[config.mk]
export PLATFORM = sky130hd
export DESIGN_NAME = wb_uart_arbiter
export DESIGN_NICKNAME = d
export VERILOG_FILES = /design/src/rtl/wb_uart_arbiter_pkg.sv /design/src/rtl/wb_uart_arbiter_rr_pick.sv /design/src/rtl/wb_uart_arbiter.sv
export SDC_FILE = /design/constraint.sdc
export NUM_CORES = 1
export LEC_CHECK = 0
export BUFFER_PORTS_ARGS = -buffer_cell sky130_fd_sc_hd__buf_4
export CAP_MARGIN = 20
export CORE_AREA = 2 2 65 67
export CTS_BUF_LIST = sky130_fd_sc_hd__clkbuf_8 sky130_fd_sc_hd__clkbuf_16
export DETAILED_ROUTE_END_ITERATION = 12
export DIE_AREA = 0 0 67 69
export GPL_TIMING_DRIVEN = 0
export PLACE_DENSITY = 0.74
export SYNTH_ARGS = -nofsm -noshare
export SYNTH_HDL_FRONTEND = slang
export SYNTH_SLANG_ARGS = --single-unit
[constraint.sdc]
create_clock -name clock -period 4.31 [get_ports clock]
set_input_delay 0.862 -clock clock [delete_from_list [all_inputs] [get_ports clock]]
set_output_delay 0.862 -clock clock [all_outputs]
set_load 0.02 [all_outputs]
[src/rtl/wb_uart_arbiter_pkg.sv]
// Shared definitions for the Wishbone UART-bridge arbiter.
// State encodings and a width helper that stays >= 1 bit.
package wb_uart_arbiter_pkg;

    typedef enum logic [1:0] {
        ARB_IDLE    = 2'd0,
        ARB_BUSY    = 2'd1,
        ARB_RELEASE = 2'd2
    } arb_state_e;

    function automatic int clog2_safe(input int n);
        return (n > 1) ? $clog2(n) : 1;
    endfunction

endpackage

[src/rtl/wb_uart_arbiter_rr_pick.sv]
// Combinational round-robin picker: first requester after last_i,
// wrapping around; last_i itself is considered last.
module wb_uart_arbiter_rr_pick
    import wb_uart_arbiter_pkg::*;
#(
    parameter  int N  = 2,
    localparam int GW = clog2_safe(N)
) (
    input  logic [N-1:0]  req_i,
    input  logic [GW-1:0] last_i,
    output logic          valid_o,
    output logic [GW-1:0] idx_o
);

    // Walk offsets from farthest to nearest so the nearest requester wins.
    always_comb begin
        valid_o = 1'b0;
        idx_o   = '0;
        for (int k = N; k >= 1; k--) begin
            if (req_i[(int'(last_i) + k) % N]) begin
                valid_o = 1'b1;
                idx_o   = GW'((int'(last_i) + k) % N);
            end
        end
    end

endmodule

[src/rtl/wb_uart_arbiter.sv]
// Round-robin Wishbone arbiter sharing one wb2uart bridge slave,
// one transaction at a time with a grant-to-ack timeout.
module wb_uart_arbiter
    import wb_uart_arbiter_pkg::*;
#(
    parameter  int NUM_MASTERS    = 2,
    parameter  int ADDR_WIDTH     = 4,
    parameter  int DATA_WIDTH     = 8,
    parameter  int SEL_WIDTH      = 1,
    parameter  int TIMEOUT_CYCLES = 1000000,
    localparam int GW             = clog2_safe(NUM_MASTERS),
    localparam int CW             = clog2_safe(TIMEOUT_CYCLES)
) (
    input  logic                              clock,
    input  logic                              reset,
    input  logic [NUM_MASTERS-1:0]            m_cyc,
    input  logic [NUM_MASTERS-1:0]            m_stb,
    input  logic [NUM_MASTERS-1:0]            m_we,
    input  logic [NUM_MASTERS*ADDR_WIDTH-1:0] m_adr,
    input  logic [NUM_MASTERS*DATA_WIDTH-1:0] m_datwr,
    input  logic [NUM_MASTERS*SEL_WIDTH-1:0]  m_sel,
    output logic [DATA_WIDTH-1:0]             m_datrd,
    output logic [NUM_MASTERS-1:0]            m_ack,
    output logic [NUM_MASTERS-1:0]            m_err,
    output logic                              s_cyc,
    output logic                              s_stb,
    output logic                              s_we,
    output logic [ADDR_WIDTH-1:0]             s_adr,
    output logic [DATA_WIDTH-1:0]             s_datwr,
    output logic [SEL_WIDTH-1:0]              s_sel,
    input  logic [DATA_WIDTH-1:0]             s_datrd,
    input  logic                              s_ack,
    output logic [GW-1:0]                     grant
);

    arb_state_e             state_q, state_d;
    logic [GW-1:0]          grant_q, grant_d;
    logic [GW-1:0]          last_q, last_d;
    logic [CW-1:0]          cnt_q, cnt_d;
    logic [NUM_MASTERS-1:0] req;
    logic                   pick_vld;
    logic [GW-1:0]          pick_idx;
    logic                   own_cyc;

    assign req   = m_cyc & m_stb;
    assign grant = grant_q;

    wb_uart_arbiter_rr_pick #(
        .N(NUM_MASTERS)
    ) u_pick (
        .req_i   (req),
        .last_i  (last_q),
        .valid_o (pick_vld),
        .idx_o   (pick_idx)
    );

    always_ff @(posedge clock or negedge reset) begin
        if (!reset) begin
            state_q <= ARB_IDLE;
            grant_q <= '0;
            last_q  <= GW'(NUM_MASTERS - 1);
            cnt_q   <= '0;
        end else begin
            state_q <= state_d;
            grant_q <= grant_d;
            last_q  <= last_d;
            cnt_q   <= cnt_d;
        end
    end

    always_comb begin
        state_d = state_q;
        grant_d = grant_q;
        last_d  = last_q;
        cnt_d   = cnt_q;
        own_cyc = 1'b0;
        m_ack   = '0;
        m_err   = '0;
        m_datrd = '0;
        unique case (state_q)
            ARB_IDLE: begin
                if (pick_vld) begin
                    grant_d = pick_idx;
                    state_d = ARB_BUSY;
                end
            end
            ARB_BUSY: begin
                // Owner dropping cyc aborts silently; the slave sees it at once.
                if (!m_cyc[grant_q]) begin
                    state_d = ARB_RELEASE;
                end else begin
                    own_cyc = 1'b1;
                    if (s_ack) begin
                        m_ack[grant_q] = 1'b1;
                        m_datrd        = s_datrd;
                        last_d         = grant_q;
                        state_d        = ARB_RELEASE;
                    end else if (cnt_q == CW'(TIMEOUT_CYCLES - 1)) begin
                        m_err[grant_q] = 1'b1;
                        state_d        = ARB_RELEASE;
                    end else begin
                        cnt_d = cnt_q + CW'(1);
                    end
                end
            end
            ARB_RELEASE: begin
                cnt_d   = '0;
                state_d = ARB_IDLE;
            end
            default: state_d = ARB_IDLE;
        endcase
    end

    always_comb begin
        s_cyc   = own_cyc;
        s_stb   = own_cyc;
        s_we    = 1'b0;
        s_adr   = '0;
        s_datwr = '0;
        s_sel   = '0;
        if (own_cyc) begin
            s_we    = m_we[grant_q];
            s_adr   = m_adr[grant_q*ADDR_WIDTH +: ADDR_WIDTH];
            s_datwr = m_datwr[grant_q*DATA_WIDTH +: DATA_WIDTH];
            s_sel   = m_sel[grant_q*SEL_WIDTH +: SEL_WIDTH];
        end
    end

endmodule

==> impl_metrics.csv <==
group,metric,value,unit
logic_synthesis,seq_area_frac_synth,0.3542,
logic_synthesis,synth.avg_cell_area,8.758,sq um
floorplanning,io_pins,72,
logic_synthesis,synthArstFlopShare,1.000,
detailed_routing,routed_wl,4549,um
detailed_routing,initialDrtViolationCount,77,
worst_setup_path,crit_arrival,2.13,ns
power_and_ir_drop,ir_drop,0.0002818,V
place,numPlacedInstances,315,
cts,cts.sinks,24,
place,numPortBuffers,71,
detailed_routing,drc,0,
sta,worstMarginPinSlew,0.6024,ns
worst_setup_path,path_class,"in -> out",
place,dp_slack,1.287,ns
sta,rsz0062_at_grt,"no",
cts,clock_latency,0.27,ns
layout,fillers,373,
logic_synthesis,synth_cells,194,
cts,clockBufferDepth,2,
cts,tritoncts,"yes",
place,place.gp.congestion,0.7687,
sta,final.min_clock_period,2.990,ns
place,hpwl,3574,um
logic_synthesis,synth_edf_count,0,
worst_setup_path,r2r_cells,5,
layout,fin_cells,319,
detailed_routing,via_count,1768,
sta,finalCritPeriodShare,0.6938,
sta,setup_viol,0,
grt,antenna_found_initial,0,
sta,fin_skew,0.008999,ns
logic_synthesis,synthDistinctLibCells,43,
detailed_routing,ant_nets,0,
logic_synthesis,synth_area_leader_cell,"dfrtp_1",
floorplanning,rows,23,
worst_setup_path,cp-start-kind,"input pin",
grt,grt_pass1_vias,1728,
detailed_routing,routed_via_density,5.542,
run,cap_violations,0,
cts,cts_hold_buf,0,
sta,setup_ws,1.320,ns
layout,insertedDiodeCount,0,
layout,drive_above_1_share,0.3160,
floorplanning,die_y,69,um
logic_synthesis,ys_seq_elements,24,
detailed_routing,wl_per_cell,14.26,um
cts,cts_buffers,3,
power_and_ir_drop,powerDensity,368.4,nW/um^2
grt,track_usage,0.2066,
floorplanning,die_x,67,um
sta,timing.slew.headroom,0.5984,
cts,cts_root_buf,"clkbuf_8",
logic_synthesis,synth_area,1699,sq um
logic_synthesis,yosysWarnings,0,
detailed_routing,dr.pass1.iters,4,
logic_synthesis,synthTopCellsByCount,"23 x dfrtp_1, 21 x nor2_1, 20 x mux2i_1",
layout,finalNetCount,314,
power_and_ir_drop,p_leak,1.167,nW
worst_setup_path,crit_required,3.45,ns
worst_setup_path,crit_path_end_kind,"output pin",
cts,post_cts_buffers,0,
outcome,outcome,"finished clean",
worst_setup_path,worstPathMaxFanout,10,
floorplanning,core-area,3914,sq um
logic_synthesis,synthFlopType,"dfrtp_1",
logic_synthesis,synth.most_common_cell,"dfrtp_1",
hold_path,hold_class,"in -> async",
grt,grt_pass1_wl,7700,um
sta,setup-tns-final,0,ns
sta,fmax,334.4,MHz
logic_synthesis,synth_area_leaders,"dfrtp_1 34%, mux2i_1 12%, nor2_1 4.6%",
cts,cts_htree_levels,1,
layout,syn_to_final_growth,38.29,%
grt,grt-ovfl-total,0,
sta,finalHoldViolCount,0,
cts,postCtsResizedCells,0,
logic_synthesis,syn_nets,238,
sta,finalMaxSlewViolations,0,
logic_synthesis,yosys.area.top_type_share,0.3387,
cts,clk_pin_slew,0.09,ns
grt,grt_max_degree,25,
floorplanning,initial_core_util,0.4341,
floorplanning,dieArea,4623,sq um
[path summary, 6_finish.rpt]
path / slack, ns / start / endpoint
worst max register to register: 2.39 / cnt_q[0] / cnt_q[4]
worst max-delay path: 1.32 / m_cyc[0] / s_datwr[0]
worst min-delay path: 0.48 / reset / cnt_q[7]
max in group asynchronous: 3.55 / reset / last_q
min in group clock: 0.48 / last_q / last_q
worst min register to register: 0.48 / last_q / last_q
[cells in the final DEF, fill, tap and decap left out, types with 4 or more instances in the layout]
master	instances
dfrtp_1	23
inv_1	6
or4_1	8
and3_1	11
nand2b_1	4
nand2_1	17
o31ai_1	8
a21oi_1	13
nand3_1	8
clkbuf_8	4
nor2_1	21
buf_4	73
mux2i_1	20
nand4_1	6
[report_power, final]
part           internal [mW]  switching [mW]
clock network         0.0815          0.0711
registers              0.255          0.0240
logic                  0.186           0.248
[logic make-up after synthesis]
| kind of cell | share of synthesized area |
|---|---|
| compound gates | 0.1466 |
| buf+inv | 0.03976 |
| simple gates | 0.3255 |
| mux | 0.1267 |
| flops | 0.3542 |
| fa+ha+maj | 0.007363 |
[final cells by class]
| cell class | count | area [sq um] | area share |
|---|---|---|---|
| buffer | 9 | 45.04 | 0.01917 |
| clock buffer | 4 | 55.05 | 0.02343 |
| inverter | 6 | 22.52 | 0.009585 |
| multi-input combinational | 155 | 1030 | 0.4382 |
| sequential | 24 | 601.8 | 0.2561 |
| tap | 50 | 62.56 | 0.02662 |
| timing repair buffer | 71 | 533.0 | 0.2268 |
[metal layers]
layer,track usage,vias to the layer above,wire (um)
met1,0.2467,818,1890
met3,0.03915,4,220
li1,-,887,-
met5,0,-,0
met4,0.04762,0,47
met2,0.3718,59,2391
[sequential cells by signal (all words and copies together), names as in the netlist]
register / cells
cnt_q: 20
last_q: 1
grant: 1
state_q: 2
[worst max-delay path, stage by stage]
cell,delay [ns]
buf_4,0.12
mux2_4,0.32
nand2_1,0.18
clkbuf_1,0.35
nor2_1,0.11
buf_4,0.17
[stage by stage]
step / power, mW / hold slack [ns] / utilization / area [sq um]
floorplan: 0.5657 / 0.4444 / - / 1699
finish: 0.8655 / 0.4750 / 0.6004 / 2350
CTS: 0.8728 / 0.4757 / 0.6004 / 2350
global placement: 0.7137 / 0.4628 / 0.5863 / 2295
global route: 0.9270 / 0.4977 / 0.6004 / 2350
detailed placement: 0.7198 / 0.4653 / 0.5863 / 2295
(Power assumes the default switching activity.)
